**src/rtl/mm_ctrl_pkg.sv**
```systemverilog
`default_nettype none
// ----------------------------------------------------------------------------
// mm_ctrl_pkg : shared matrix-multiply defaults and controller state encoding
// Rev 1.0
// ----------------------------------------------------------------------------
package mm_ctrl_pkg;

  localparam int unsigned MM_N      = 8;
  localparam int unsigned MM_RD_LAT = 1;
  // Accumulator width of the MAC datapath: 8b x 8b products summed N times.
  localparam int unsigned MM_ACC_W  = 19;

  localparam int unsigned STATE_W = 3;

  typedef enum logic [STATE_W-1:0] {
    S_IDLE   = 3'd0,
    S_CLEAR  = 3'd1,
    S_READ   = 3'd2,
    S_WAIT   = 3'd3,
    S_LOAD   = 3'd4,
    S_UNLOAD = 3'd5,
    S_DONE   = 3'd6
  } state_e;

endpackage
`default_nettype wire

```
**src/rtl/mm_ctrl_if.sv**
```systemverilog
`default_nettype none
// ----------------------------------------------------------------------------
// mm_ctrl_if : start handshake plus memory/MAC/shift-chain control bundle
// Rev 1.0
// ----------------------------------------------------------------------------
interface mm_ctrl_if #(
  parameter int N = 8
) ();

  localparam int AW = $clog2(N * N);
  localparam int KW = $clog2(N);

  logic          start;
  logic          busy;
  logic          done;
  logic [AW-1:0] a_addr;
  logic [KW-1:0] b_addr;
  logic          mac_clr;
  logic          mac_en;
  logic          sr_load;
  logic          sr_shift;
  logic [AW-1:0] c_addr;
  logic          c_we;

  modport master (
    input  start,
    output busy, done, a_addr, b_addr, mac_clr, mac_en,
           sr_load, sr_shift, c_addr, c_we
  );

  modport slave (
    output start,
    input  busy, done, a_addr, b_addr, mac_clr, mac_en,
           sr_load, sr_shift, c_addr, c_we
  );

endinterface
`default_nettype wire

```
**src/rtl/vld_delay.sv**
```systemverilog
`default_nettype none
// ----------------------------------------------------------------------------
// vld_delay : RD_LAT-deep valid shift line aligning mac_en with read data
// Rev 1.0
// ----------------------------------------------------------------------------
module vld_delay #(
  parameter int RD_LAT = 1
) (
  input  logic clk,
  input  logic rst_n,
  input  logic vld_in,
  output logic vld_out
);

  logic [RD_LAT-1:0] pipe_q;
  logic [RD_LAT-1:0] pipe_d;

  generate
    if (RD_LAT == 1) begin : g_single
      always_comb begin
        pipe_d = vld_in;
      end
    end else begin : g_multi
      always_comb begin
        pipe_d = {pipe_q[RD_LAT-2:0], vld_in};
      end
    end
  endgenerate

  always_ff @(posedge clk or negedge rst_n) begin
    if (!rst_n) begin
      pipe_q <= '0;
    end else begin
      pipe_q <= pipe_d;
    end
  end

  assign vld_out = pipe_q[RD_LAT-1];

endmodule
`default_nettype wire

```
**src/rtl/mm_ctrl.sv**
```systemverilog
`default_nettype none
// ----------------------------------------------------------------------------
// mm_ctrl : row-by-row sequencer for an N x N matrix multiply (control only)
// Rev 1.0
// ----------------------------------------------------------------------------
module mm_ctrl
  import mm_ctrl_pkg::*;
#(
  parameter int N      = MM_N,
  parameter int RD_LAT = MM_RD_LAT
) (
  input  logic       clk,
  input  logic       rst_n,
  mm_ctrl_if.master  bus
);

  localparam int KW = $clog2(N);
  localparam int WW = (RD_LAT > 1) ? $clog2(RD_LAT) : 1;

  localparam logic [KW-1:0] K_LAST = KW'(N - 1);
  localparam logic [WW-1:0] W_LAST = WW'(RD_LAT - 1);

  state_e        state_q, state_d;
  logic [KW-1:0] row_q,   row_d;
  logic [KW-1:0] k_q,     k_d;
  logic [KW-1:0] j_q,     j_d;
  logic [WW-1:0] wait_q,  wait_d;

  logic          rd_vld;
  logic          mac_en_dly;

  always_ff @(posedge clk or negedge rst_n) begin
    if (!rst_n) begin
      state_q <= S_IDLE;
      row_q   <= '0;
      k_q     <= '0;
      j_q     <= '0;
      wait_q  <= '0;
    end else begin
      state_q <= state_d;
      row_q   <= row_d;
      k_q     <= k_d;
      j_q     <= j_d;
      wait_q  <= wait_d;
    end
  end

  always_comb begin
    state_d = state_q;
    row_d   = row_q;
    k_d     = k_q;
    j_d     = j_q;
    wait_d  = wait_q;
    unique case (state_q)
      S_IDLE: begin
        if (bus.start) begin
          state_d = S_CLEAR;
          row_d   = '0;
        end
      end
      S_CLEAR: begin
        state_d = S_READ;
        k_d     = '0;
      end
      S_READ: begin
        if (k_q == K_LAST) begin
          state_d = S_WAIT;
          wait_d  = '0;
        end else begin
          k_d = k_q + 1'b1;
        end
      end
      // Drain the read pipeline so the last mac_en lands on the final WAIT cycle.
      S_WAIT: begin
        if (wait_q == W_LAST) begin
          state_d = S_LOAD;
        end else begin
          wait_d = wait_q + 1'b1;
        end
      end
      S_LOAD: begin
        state_d = S_UNLOAD;
        j_d     = '0;
      end
      S_UNLOAD: begin
        if (j_q == K_LAST) begin
          if (row_q == K_LAST) begin
            state_d = S_DONE;
          end else begin
            row_d   = row_q + 1'b1;
            state_d = S_CLEAR;
          end
        end else begin
          j_d = j_q + 1'b1;
        end
      end
      S_DONE: begin
        state_d = S_IDLE;
      end
      default: begin
        state_d = S_IDLE;
      end
    endcase
  end

  assign rd_vld = (state_q == S_READ);

  vld_delay #(
    .RD_LAT (RD_LAT)
  ) u_vld_delay (
    .clk     (clk),
    .rst_n   (rst_n),
    .vld_in  (rd_vld),
    .vld_out (mac_en_dly)
  );

  always_comb begin
    bus.busy     = (state_q != S_IDLE);
    bus.done     = (state_q == S_DONE);
    bus.mac_clr  = (state_q == S_CLEAR);
    bus.mac_en   = mac_en_dly;
    bus.sr_load  = (state_q == S_LOAD);
    bus.sr_shift = (state_q == S_UNLOAD);
    bus.c_we     = (state_q == S_UNLOAD);
    bus.a_addr   = '0;
    bus.b_addr   = '0;
    bus.c_addr   = '0;
    // N is a power of two, so row*N+col is a plain concatenation.
    if (state_q == S_READ) begin
      bus.a_addr = {row_q, k_q};
      bus.b_addr = k_q;
    end
    if (state_q == S_UNLOAD) begin
      bus.c_addr = {row_q, j_q};
    end
  end

endmodule
`default_nettype wire
```
**src/flat_wrapper.sv**
```systemverilog
// flat-port wrapper written by rule: the top's interface ports become plain ports
module mm_ctrl_flat import mm_ctrl_pkg::*;
#(
  parameter int N      = MM_N,
  parameter int RD_LAT = MM_RD_LAT
)
  (clk, rst_n, bus_start, bus_busy, bus_done, bus_a_addr, bus_b_addr, bus_mac_clr, bus_mac_en, bus_sr_load, bus_sr_shift, bus_c_addr, bus_c_we);
  mm_ctrl_if #(.N(N)) bus_i ();
  input  logic clk;
  input  logic rst_n;
  input wire logic [$bits(bus_i.start)-1:0] bus_start;
  output wire logic [$bits(bus_i.busy)-1:0] bus_busy;
  output wire logic [$bits(bus_i.done)-1:0] bus_done;
  output wire logic [$bits(bus_i.a_addr)-1:0] bus_a_addr;
  output wire logic [$bits(bus_i.b_addr)-1:0] bus_b_addr;
  output wire logic [$bits(bus_i.mac_clr)-1:0] bus_mac_clr;
  output wire logic [$bits(bus_i.mac_en)-1:0] bus_mac_en;
  output wire logic [$bits(bus_i.sr_load)-1:0] bus_sr_load;
  output wire logic [$bits(bus_i.sr_shift)-1:0] bus_sr_shift;
  output wire logic [$bits(bus_i.c_addr)-1:0] bus_c_addr;
  output wire logic [$bits(bus_i.c_we)-1:0] bus_c_we;
  assign bus_i.start = bus_start;
  assign bus_busy = bus_i.busy;
  assign bus_done = bus_i.done;
  assign bus_a_addr = bus_i.a_addr;
  assign bus_b_addr = bus_i.b_addr;
  assign bus_mac_clr = bus_i.mac_clr;
  assign bus_mac_en = bus_i.mac_en;
  assign bus_sr_load = bus_i.sr_load;
  assign bus_sr_shift = bus_i.sr_shift;
  assign bus_c_addr = bus_i.c_addr;
  assign bus_c_we = bus_i.c_we;
  mm_ctrl #(.N(N), .RD_LAT(RD_LAT)) u_core (.clk(clk), .rst_n(rst_n), .bus(bus_i));
endmodule
```
**config.mk**
```make
export PLATFORM = sky130hd
export DESIGN_NAME = mm_ctrl_flat
export DESIGN_NICKNAME = d
export VERILOG_FILES = /design/src/rtl/mm_ctrl_pkg.sv /design/src/rtl/mm_ctrl_if.sv /design/src/rtl/vld_delay.sv /design/src/rtl/mm_ctrl.sv /design/src/flat_wrapper.sv
export SDC_FILE = /design/constraint.sdc
export NUM_CORES = 1
export LEC_CHECK = 0
export CAP_MARGIN = 20
export CORE_ASPECT_RATIO = 0.8
export CORE_MARGIN = 8
export CORE_UTILIZATION = 40
export DETAILED_ROUTE_END_ITERATION = 8
export PLACE_DENSITY = 0.69
export SLEW_MARGIN = 0
export SYNTH_ARGS = -nofsm -noshare
export SYNTH_HDL_FRONTEND = slang
export SYNTH_SLANG_ARGS = --single-unit
export TNS_END_PERCENT = 20
```
**constraint.sdc**
```tcl
create_clock -name clk -period 1.8 [get_ports clk]
set_input_delay 0.18 -clock clk [delete_from_list [all_inputs] [get_ports clk]]
set_output_delay 0.18 -clock clk [all_outputs]
set_load 0.02 [all_outputs]
```
==> out/qor.txt, run 1 <==
ROUTING
-------------------------------------------------------------------------------------------------
Routed Wire Length                                                                        1.86 mm
Iter 0 DRT Violations                                                                          22
Vias                                                                                          668
Count of TritonRoute iterations in the first routing pass                                       4
Count of antenna-violating nets left after detailed routing                                     0
Post-DR vias/cell                                                                            4.95
Wire length per cell after detailed routing                                               13.8 um
DRC violation count after routing                                                               0

CELLS AND AREA
-------------------------------------------------------------------------------------------------
Register Area                                                                             327 um2
Share of post-route cells with drive strength above 1                                       29.1%
Final net count                                                                               120
Growth of design area from synthesis to finish                                              30.0%
Area used by multi-input combinational logic                                              464 um2
Count of placed standard cells in the final layout, fillers left out                          135
Antenna diodes                                                                                  0
Post-Route Utilization                                                                      53.4%
Fill count                                                                                    205

SYNTHESIS
-------------------------------------------------------------------------------------------------
Number of nets in the synthesized netlist                                                      90
Fraction of synthesized cell area taken by the top area cell type                           38.0%
Total of warnings raised by yosys                                                               0
Sequential-to-total area share from yosys stat                                              38.0%
Post-synthesis instance total                                                                  81
#FFs+latches synth                                                                             13
Most common library cells after synthesis                                            dfrtp_1, and2_1, a22o_1
Netlist Area Pre-Place                                                                    856 um2
Most used standard cell by instance count after synthesis                                 dfrtp_1
Share of flip-flops with an asynchronous set or reset                                        100%
Number of distinct library cell variants in the gate-level netlist after synthesis             28
Number of flops mapped to enable cells by yosys                                                 0
Area leader, netlist                                                                      dfrtp_1
Mean area per synthesized cell                                                           10.6 um2
Prevailing post-synth register cell                                                       dfrtp_1
Cells taking the most area after synthesis                                           dfrtp_1, and2_1, ha_1, a22o_1, buf_4

TIMING
-------------------------------------------------------------------------------------------------
Tmin final                                                                                1.70 ns
Actual slew at the worst max-slew pin                                                    0.602 ns
Final number of setup-violating endpoints                                                       0
Unrepaired setup endpoints after global routing                                                no
Share of the clock period used by the worst path after layout                               94.5%
Final Hold Violating Endpoints                                                                  0
Timing-limited maximum frequency                                                          588 MHz
Setup TNS                                                                                    0 ns
Worst max-slew margin expressed relative to the limit                                       59.7%
Number of pins exceeding their max-slew limit in the final report                               0
Worst clock skew on the final layout                                                   0.00522 ns

CLOCK TREE
-------------------------------------------------------------------------------------------------
Clock Root Buffer                                                                        clkbuf_4
Htree depth                                                                                     1
Number of gates resized after cts                                                              24
Hold buffer count at CTS                                                                        0
Clock slew seen by the registers of the worst setup and hold paths                        0.08 ns
Number of buffers on the longest clock path                                                     2
# clock sinks                                                                                  13
Buffers inserted by post-CTS timing repair                                                      0
Clock latency at the later pin of the worst-skew pair                                     0.27 ns
TritonCTS clock tree                                                                         done
Number of buffers inserted during clock tree synthesis                                          3

JOB
-------------------------------------------------------------------------------------------------
Maximum capacitance violations                                                                  0

FLOORPLANNING
-------------------------------------------------------------------------------------------------
Chip width                                                                                67.7 um
I/O Pins                                                                                       25
DIE AREA                                                                                 3880 um2
Starting density of the core                                                                41.1%
Total number of placement rows                                                                 15
Core Area                                                                                2080 um2
Die outline height                                                                        57.4 um

STATUS
-------------------------------------------------------------------------------------------------
Outcome                                                                              complete, no violations

WORST SETUP PATH
-------------------------------------------------------------------------------------------------
Data arrival at the endpoint of the critical path                                         1.52 ns
Critical path launch point type                                                              flop
Largest fanout on the critical path                                                             8
Type of destination of the critical path                                               output pin
CP Cell Sequence                                                                     and3b_2 -> and2_1 -> dlygate4sd2_1
Library cell contributing the largest single delay on the critical path                   dfrtp_1
Worst EP required                                                                         1.62 ns
Slowest stage delay, CP                                                                   0.44 ns
Worst setup path category                                                            flop to output pin

GRT
-------------------------------------------------------------------------------------------------
GRT Overall Usage                                                                           9.78%
Total overflow reported by the global router                                                    0
Pin count of the biggest net entering global routing                                           14
Wire length of the first global-routing pass                                              2.99 mm
Initial antenna violation count                                                                 0
Number of global-route vias before repair                                                     639

PLACED DESIGN
-------------------------------------------------------------------------------------------------
Weighted congestion reported at the end of routability-driven placement                     0.752
Detail Placement HPWL                                                                     1.44 mm
Placed instance count                                                                         131
Number of input and output port buffers inserted                                               24

POWER
-------------------------------------------------------------------------------------------------
Pleak                                                                                    0.592 nW
Power density cells                                                                   1320 nW/um2
Worst ir drop on vdd                                                                   0.000788 V
Power consumption                                                                       0.00146 W

WORST HOLD PATH
-------------------------------------------------------------------------------------------------
Worst hold-check path type                                                           input pin to async pin

[area by class of cell]
type / instances / area share [%]
repair buffers: 33 / 22.4
inverters: 4 / 1.35
multi-input cells: 56 / 41.7
well taps: 25 / 2.81
clock buffers: 4 / 2.36
flip-flops and latches: 13 / 29.4
[worst paths after layout]
path / from / end / slack (ns) / cells past startpoint
max in group asynchronous: rst_n / u_core.state_q[2] / 1.09 / 1
worst min-delay path: rst_n / u_core.j_q[0] / 0.28 / 1
worst max register to register: u_core.k_q[0] / u_core.k_q[0] / 0.16 / 5
worst max-delay path: u_core.state_q[1] / bus_c_addr[1] / 0.1 / 3
worst min register to register: u_core.k_q[1] / u_core.k_q[1] / 0.53 / 1
min in group clk: u_core.k_q[1] / u_core.k_q[1] / 0.53 / 1
[sequential cells by signal, summed over array words and instances, names as in the netlist]
register / count
u_core.j_q: 3
u_core.row_q: 3
u_core.k_q: 3
u_core.state_q: 3
u_core.u_vld_delay.vld_out: 1
[metal layers]
layer	routed length, um	track usage (%)	vias to the layer above	part of all wire [%]
met5	0	0	-	0
met4	14	0.893	0	0.75
met3	124	4.49	4	6.7
met2	863	16.6	16	46
met1	855	11.2	310	46
li1	-	-	338	-
[worst max-delay path: cells and delay by family (launching register included)]
kind                   cells  cell delay, ns
buffers and inverters      1            0.33
flip-flops                 1            0.44
AND/OR/NAND/NOR            2            0.47
[placed cells by master, fill, tap and decap left out, types with 2 or more instances in the layout]
cell type        netlist  layout
and2_1                12      12
dfrtp_1               13      12
dlygate4sd2_1          0      11
clkbuf_2               0       9
buf_4                  5       9
a22o_1                 7       7
ha_1                   6       6
inv_1                  4       4
nand2_1                4       4
nor3b_2                3       3
nor2_1                 3       3
clkbuf_4               0       3
clkdlybuf4s50_1        0       3
mux2i_1                2       2
mux2_2                 2       2
a21oi_1                2       2
[metrics by stage]
step	setup WS, ns	instance area (um2)	hold WS, ns
floorplan	0.260	856	-0.116
global placement	0.0728	1140	0.514
detailed placement	0.0497	1140	0.508
CTS	0.0227	1150	0.290
global route	0.00583	1110	0.314
finish	0.0985	1110	0.284
[power breakdown]
part	switching, W	internal, W
registers	0.000105	0.000390
clock network	0.0000885	0.0000858
logic	0.000404	0.000391
total	0.000597	0.000867
[cells by family after synthesis]
family,synth area share (%)
buf+inv,7.89
flops,38.0
simple gates,26.0
fa+ha+maj,8.77
mux,4.97
compound gates,14.3
(Power assumes the default switching activity.)
==> run 2, diff against run 1 <==
Settings changed: CORE_MARGIN 8 to 5.
==> out/qor.txt, run 2 (same netlist as run 1, synthesis figures left out) <==
POWER
--------------------------------------------------------------------------------------
Sequential share of power                                                        32.4%   -1.4 points
Pleak                                                                         0.603 nW   +1.8%
Int Power                                                                   0.000901 W   +3.9%
Net switching power                                                         0.000603 W   +1.0%
Logic pwr share                                                                  55.5%   +1.2 points
Worst ir drop on vdd                                                        0.000733 V   -7.0%
Clock share of power                                                             12.1%   +0.2 points
Switching part of the total                                                      40.1%   -0.67 points
Power density cells                                                        1320 nW/um2   about the same

CELLS AND AREA
--------------------------------------------------------------------------------------
Area used by multi-input combinational logic                                   464 um2   unchanged
Register Area                                                                  327 um2   unchanged
Fill count                                                                         195   -4.9%
Antenna diodes                                                                       0   unchanged
Final net count                                                                    122   +1.7%
Highest-count cells in the layout ignoring fill and taps                  and2_1, dfrtp_1, dlygate4sd2_1, buf_4, a22o_1
Count of placed standard cells in the final layout, fillers left out               137   +1.5%
Growth of design area from synthesis to finish                                   33.5%
Share of post-route cells with drive strength above 1                            27.7%   -1.4 points

WORST HOLD PATH
--------------------------------------------------------------------------------------
Worst hold-check path type                                                input pin to async pin

TIMING
--------------------------------------------------------------------------------------
Actual slew at the worst max-slew pin                                         0.609 ns   +0.00641 ns
Share of the clock period used by the worst path after layout                    94.6%   about the same
Tmin final                                                                     1.70 ns   +0.00150 ns
Timing-limited maximum frequency                                               587 MHz   about the same
Final number of setup-violating endpoints                                            0   unchanged
Number of pins exceeding their max-slew limit in the final report                    0   unchanged
Worst max-slew margin expressed relative to the limit                            59.3%   -0.43 points
Worst clock skew on the final layout                                        0.00967 ns   +0.00445 ns
Unrepaired setup endpoints after global routing                                     no
Setup TNS                                                                         0 ns   unchanged
Final Hold Violating Endpoints                                                       0   unchanged

CLOCK TREE
--------------------------------------------------------------------------------------
# clock sinks                                                                       13   unchanged
Clock slew seen by the registers of the worst setup and hold paths             0.08 ns   about the same
Clock Root Buffer                                                             clkbuf_4
Clock latency at the later pin of the worst-skew pair                          0.28 ns   about the same
Number of buffers on the longest clock path                                          2   unchanged
Number of buffers inserted during clock tree synthesis                               3   unchanged
TritonCTS clock tree                                                              done
Hold buffer count at CTS                                                             0   unchanged
Htree depth                                                                          1   unchanged

ROUTING
--------------------------------------------------------------------------------------
Iter 0 DRT Violations                                                               16   -27%
DRC violation count after routing                                                    0   unchanged
Post-DR vias/cell                                                                 4.85   -1.9%
Wire length per cell after detailed routing                                    12.8 um   -6.7%
Count of TritonRoute iterations in the first routing pass                            4   unchanged
Routed Wire Length                                                             1.76 mm   -5.3%
Count of antenna-violating nets left after detailed routing                          0   unchanged
Vias                                                                               665   -0.45%

STATUS
--------------------------------------------------------------------------------------
Outcome                                                                   complete, no violations

WORST SETUP PATH
--------------------------------------------------------------------------------------
Worst setup path category                                                 flop to output pin
Launch point of the critical path                                         u_core.state_q[0]
Startpoint of the most critical register-to-register path                 u_core.k_q[0]
Data arrival at the endpoint of the critical path                              1.52 ns   about the same
Type of destination of the critical path                                    output pin
Library cell contributing the largest single delay on the critical path        dfrtp_1
Worst EP required                                                              1.62 ns   about the same
Slowest stage delay, CP                                                        0.43 ns   about the same
CP Cell Sequence                                                          buf_4 -> or3_1 -> clkdlybuf4s15_1
Largest fanout on the critical path                                                  4   -4
Critical path launch point type                                                   flop

PLACED DESIGN
--------------------------------------------------------------------------------------
Weighted congestion reported at the end of routability-driven placement          0.659   -12%
Number of input and output port buffers inserted                                    24   unchanged
Detail Placement HPWL                                                          1.39 mm   -3.8%
Placed instance count                                                              133   +1.5%

FLOORPLANNING
--------------------------------------------------------------------------------------
Starting density of the core                                                     40.7%   -0.37 points
DIE AREA                                                                      3170 um2   -18%
Chip width                                                                     61.7 um   -8.9%
Total number of placement rows                                                      15   unchanged
Core Area                                                                     2100 um2   +0.90%
I/O Pins                                                                            25   unchanged
Die outline height                                                             51.4 um   -10%

GRT
--------------------------------------------------------------------------------------
GRT Overall Usage                                                                12.8%   +3.1 points
Total overflow reported by the global router                                         0   unchanged
Wire length of the first global-routing pass                                   3.06 mm   +2.3%
Pin count of the biggest net entering global routing                                14   unchanged
Number of global-route vias before repair                                          663   +3.8%
Initial antenna violation count                                                      0   unchanged

JOB
--------------------------------------------------------------------------------------
Maximum capacitance violations                                                       0   unchanged

[run 2: cell type report]
| class | instances | share of cell area, % |
|---|---|---|
| flip-flops and latches | 13 | 28.6 |
| clock buffers | 4 | 2.30 |
| multi-input cells | 56 | 40.6 |
| repair buffers | 35 | 24.4 |
| well taps | 25 | 2.74 |
| inverters | 4 | 1.31 |
[run 2: worst paths after layout]
| kind | end | slack (ns) | cells past startpoint |
|---|---|---|---|
| worst max-delay path | bus_busy | 0.1 | 3 |
| worst min-delay path | u_core.j_q[2] | 0.27 | 1 |
| worst max register to register | u_core.k_q[0] | 0.16 | 5 |
| worst min register to register | u_core.k_q[1] | 0.52 | 1 |
| max in group asynchronous | u_core.state_q[2] | 1.09 | 1 |
| min in group clk | u_core.k_q[1] | 0.52 | 1 |
[run 2: stage by stage]
stage | worst slack, ns | utilization, % | instance area, um2 | hold WS (ns) | power (W)
floorplan | 0.260 | - | 856 | -0.116 | 0.00103
global placement | 0.0959 | 55.1 | 1160 | 0.513 | 0.00136
detailed placement | 0.0510 | 55.1 | 1160 | 0.511 | 0.00138
CTS | 0.0617 | 55.2 | 1160 | 0.285 | 0.00152
global route | 0.000213 | 54.3 | 1140 | 0.318 | 0.00162
finish | 0.0970 | 54.3 | 1140 | 0.273 | 0.00150
[run 2: layer usage]
metal / GRT usage, % / part of all wire (%)
met5: 0 / 0
met4: 4.24 / 0.57
met3: 3.79 / 4.8
met2: 19.2 / 46
met1: 17.5 / 49
[run 2: worst max-delay path: cells and delay by family (launching register included)]
kind | cells | cell delay, ns
and+or+nand+nor | 1 | 0.36
DFF | 1 | 0.43
buffers and inverters | 2 | 0.45
[run 2: power by group through the flow]
stage	Combinational, W	Sequential, W	Clock (W)
floorplan	0.000548	0.000480	0
global placement	0.000876	0.000481	0
detailed placement	0.000894	0.000490	0
CTS	0.000848	0.000487	0.000190
global route	0.000912	0.000507	0.000205
finish	0.000835	0.000487	0.000181
[run 2: timing repair]
action                                  CTS  global route
setup buffers                             0             0
endpoints found under the hold margin     0             0
resized for setup                        23            16
endpoints found under the setup margin   21            10
==> run 3, diff against run 2 <==
Settings changed: MAX_ROUTING_LAYER set to met4.
==> out/qor.txt, run 3 (same netlist as run 1, synthesis figures left out) <==
STATUS
--------------------------------------------------------------------------------------
Outcome                                                                   complete, no violations

GRT
--------------------------------------------------------------------------------------
Initial antenna violation count                                                      0   unchanged
GRT Overall Usage                                                                13.2%   +0.38 points
Pin count of the biggest net entering global routing                                14   unchanged
Number of global-route vias before repair                                          663   unchanged
Total overflow reported by the global router                                         0   unchanged
Wire length of the first global-routing pass                                   3.06 mm   +0.23%

CLOCK TREE
--------------------------------------------------------------------------------------
Htree depth                                                                          1   unchanged
Clock Root Buffer                                                             clkbuf_4
Buffers inserted by post-CTS timing repair                                           0   unchanged
Clock latency at the later pin of the worst-skew pair                          0.28 ns   about the same
Number of buffers on the longest clock path                                          2   unchanged
Number of buffers inserted during clock tree synthesis                               3   unchanged
Hold buffer count at CTS                                                             0   unchanged
TritonCTS clock tree                                                              done
# clock sinks                                                                       13   unchanged
Clock slew seen by the registers of the worst setup and hold paths             0.08 ns   about the same

POWER
--------------------------------------------------------------------------------------
Power density cells                                                        1310 nW/um2   -0.14%
Worst ir drop on vdd                                                        0.000734 V   +0.10%
Pleak                                                                         0.603 nW   unchanged
Power consumption                                                            0.00150 W   -0.14%

WORST SETUP PATH
--------------------------------------------------------------------------------------
Type of destination of the critical path                                    output pin
Cell class contributing the biggest share of worst-path delay             buffers and inverters
CP Cell Sequence                                                          buf_4 -> or3_1 -> clkdlybuf4s15_1
Critical path launch point type                                                   flop
Worst setup path category                                                 flop to output pin
Largest fanout on the critical path                                                  4   unchanged
Count of buffer and inverter cells on the critical path                              2   unchanged
Data arrival at the endpoint of the critical path                              1.52 ns   about the same
Launch point of the critical path                                         u_core.state_q[0]
Startpoint of the most critical register-to-register path                 u_core.k_q[0]
Slowest stage delay, CP                                                        0.43 ns   about the same
Worst EP required                                                              1.62 ns   about the same
Library cell contributing the largest single delay on the critical path        dfrtp_1

FLOORPLANNING
--------------------------------------------------------------------------------------
Core Area                                                                     2100 um2   unchanged
Chip width                                                                     61.7 um   unchanged
Total number of placement rows                                                      15   unchanged
DIE AREA                                                                      3170 um2   unchanged
Die outline height                                                             51.4 um   unchanged
I/O Pins                                                                            25   unchanged
Starting density of the core                                                     40.7%   unchanged

TIMING
--------------------------------------------------------------------------------------
Setup TNS                                                                         0 ns   unchanged
Share of the clock period used by the worst path after layout                    94.2%   -0.41 points
WHS                                                                           0.279 ns   +0.00517 ns
Final number of setup-violating endpoints                                            0   unchanged
Number of pins exceeding their max-slew limit in the final report                    0   unchanged
Worst clock skew on the final layout                                        0.00851 ns   -0.00117 ns
Actual slew at the worst max-slew pin                                         0.609 ns   +0.000357 ns
Unrepaired setup endpoints after global routing                                     no
Worst max-slew margin expressed relative to the limit                            59.3%   about the same
Final Hold Violating Endpoints                                                       0   unchanged
Tmin final                                                                     1.70 ns   -0.00731 ns
Timing-limited maximum frequency                                               590 MHz   +0.43%

PLACED DESIGN
--------------------------------------------------------------------------------------
Number of input and output port buffers inserted                                    24   unchanged
Post-Place Cell Area                                                          1160 um2   unchanged
Detail Placement HPWL                                                          1.39 mm   unchanged
Weighted congestion reported at the end of routability-driven placement          0.665   +0.94%

WORST HOLD PATH
--------------------------------------------------------------------------------------
Worst hold-check path type                                                input pin to async pin

ROUTING
--------------------------------------------------------------------------------------
Count of antenna-violating nets left after detailed routing                          0   unchanged
Wire length per cell after detailed routing                                    12.8 um   -0.68%
Post-DR vias/cell                                                                 4.84   -0.30%
Count of TritonRoute iterations in the first routing pass                            4   unchanged
Iter 0 DRT Violations                                                               15   -1
DRC violation count after routing                                                    0   unchanged
Vias                                                                               663   -0.30%
Routed Wire Length                                                             1.75 mm   -0.68%

CELLS AND AREA
--------------------------------------------------------------------------------------
Share of post-route cells with drive strength above 1                            27.7%   unchanged
Antenna diodes                                                                       0   unchanged
Final Cell Area                                                               1140 um2   unchanged
Final net count                                                                    122   unchanged
Growth of design area from synthesis to finish                                   33.5%   unchanged
Highest-count cells in the layout ignoring fill and taps                  and2_1, dfrtp_1, dlygate4sd2_1, buf_4, a22o_1

JOB
--------------------------------------------------------------------------------------
Maximum capacitance violations                                                       0   unchanged

-- run 3: cell counts in the layout (fill, tap and decap cells not counted) --
No cell type changed its count.
-- run 3: area by class of cell --
type / count / area (um2)
multi-input combinational: 56 / 464
tap: 25 / 31.3
inverter: 4 / 15.0
fill: 195 / 960
clock buffer: 4 / 26.3
sequential: 13 / 327
timing repair buffer: 35 / 279
-- run 3: path summary, 6_finish.rpt --
check	end	slack (ns)	cells past startpoint
worst max-delay path	bus_busy	0.10	3
min in group clk	u_core.k_q[1]	0.52	1
max in group asynchronous	u_core.state_q[2]	1.08	1
worst min-delay path	u_core.j_q[2]	0.28	1
worst min register to register	u_core.k_q[1]	0.52	1
worst max register to register	u_core.k_q[0]	0.16	5
-- run 3: what timing repair did --
action                                  4_1_cts  5_1_grt
endpoints found under the setup margin       21       10
gates resized for setup                      23       16
cloned                                        0        0
hold endpoints to repair                      0        0
-- run 3: worst register-to-register path, stage by stage, from the launching register on --
cell	delay, ns
dfrtp_1	0.40
ha_1	0.21
ha_1	0.22
nor4b_4	0.31
nor2_1	0.12
mux2_2	0.28
-- run 3: where the power goes --
group | internal, W | leakage, nW | total, W | switching [W]
sequential | 0.000390 | 0.171 | 0.000488 | 0.0000980
combinational | 0.000425 | 0.417 | 0.000834 | 0.000409
clock | 0.0000860 | 0.0150 | 0.000180 | 0.0000936
total | 0.000901 | 0.603 | 0.00150 | 0.000601
-- run 3: metal layers --
| layer | track usage (%) | vias to the layer above | routed length (um) |
|---|---|---|---|
| met4 | 4.24 | 0 | 0 |
| met1 | 17.8 | 308 | 867 |
| met3 | 3.79 | 0 | 77 |
| met5 | - | - | 0 |
| li1 | - | 342 | - |
| met2 | 19.0 | 13 | 803 |
-- run 3: per-stage QoR --
step	utilization [%]	setup WS, ns	instances
floorplan	-	0.260	81
global placement	55.1	0.0959	133
detailed placement	55.1	0.0510	133
CTS	55.2	0.0617	137
global route	54.3	0.000212	137
finish	54.3	0.104	137
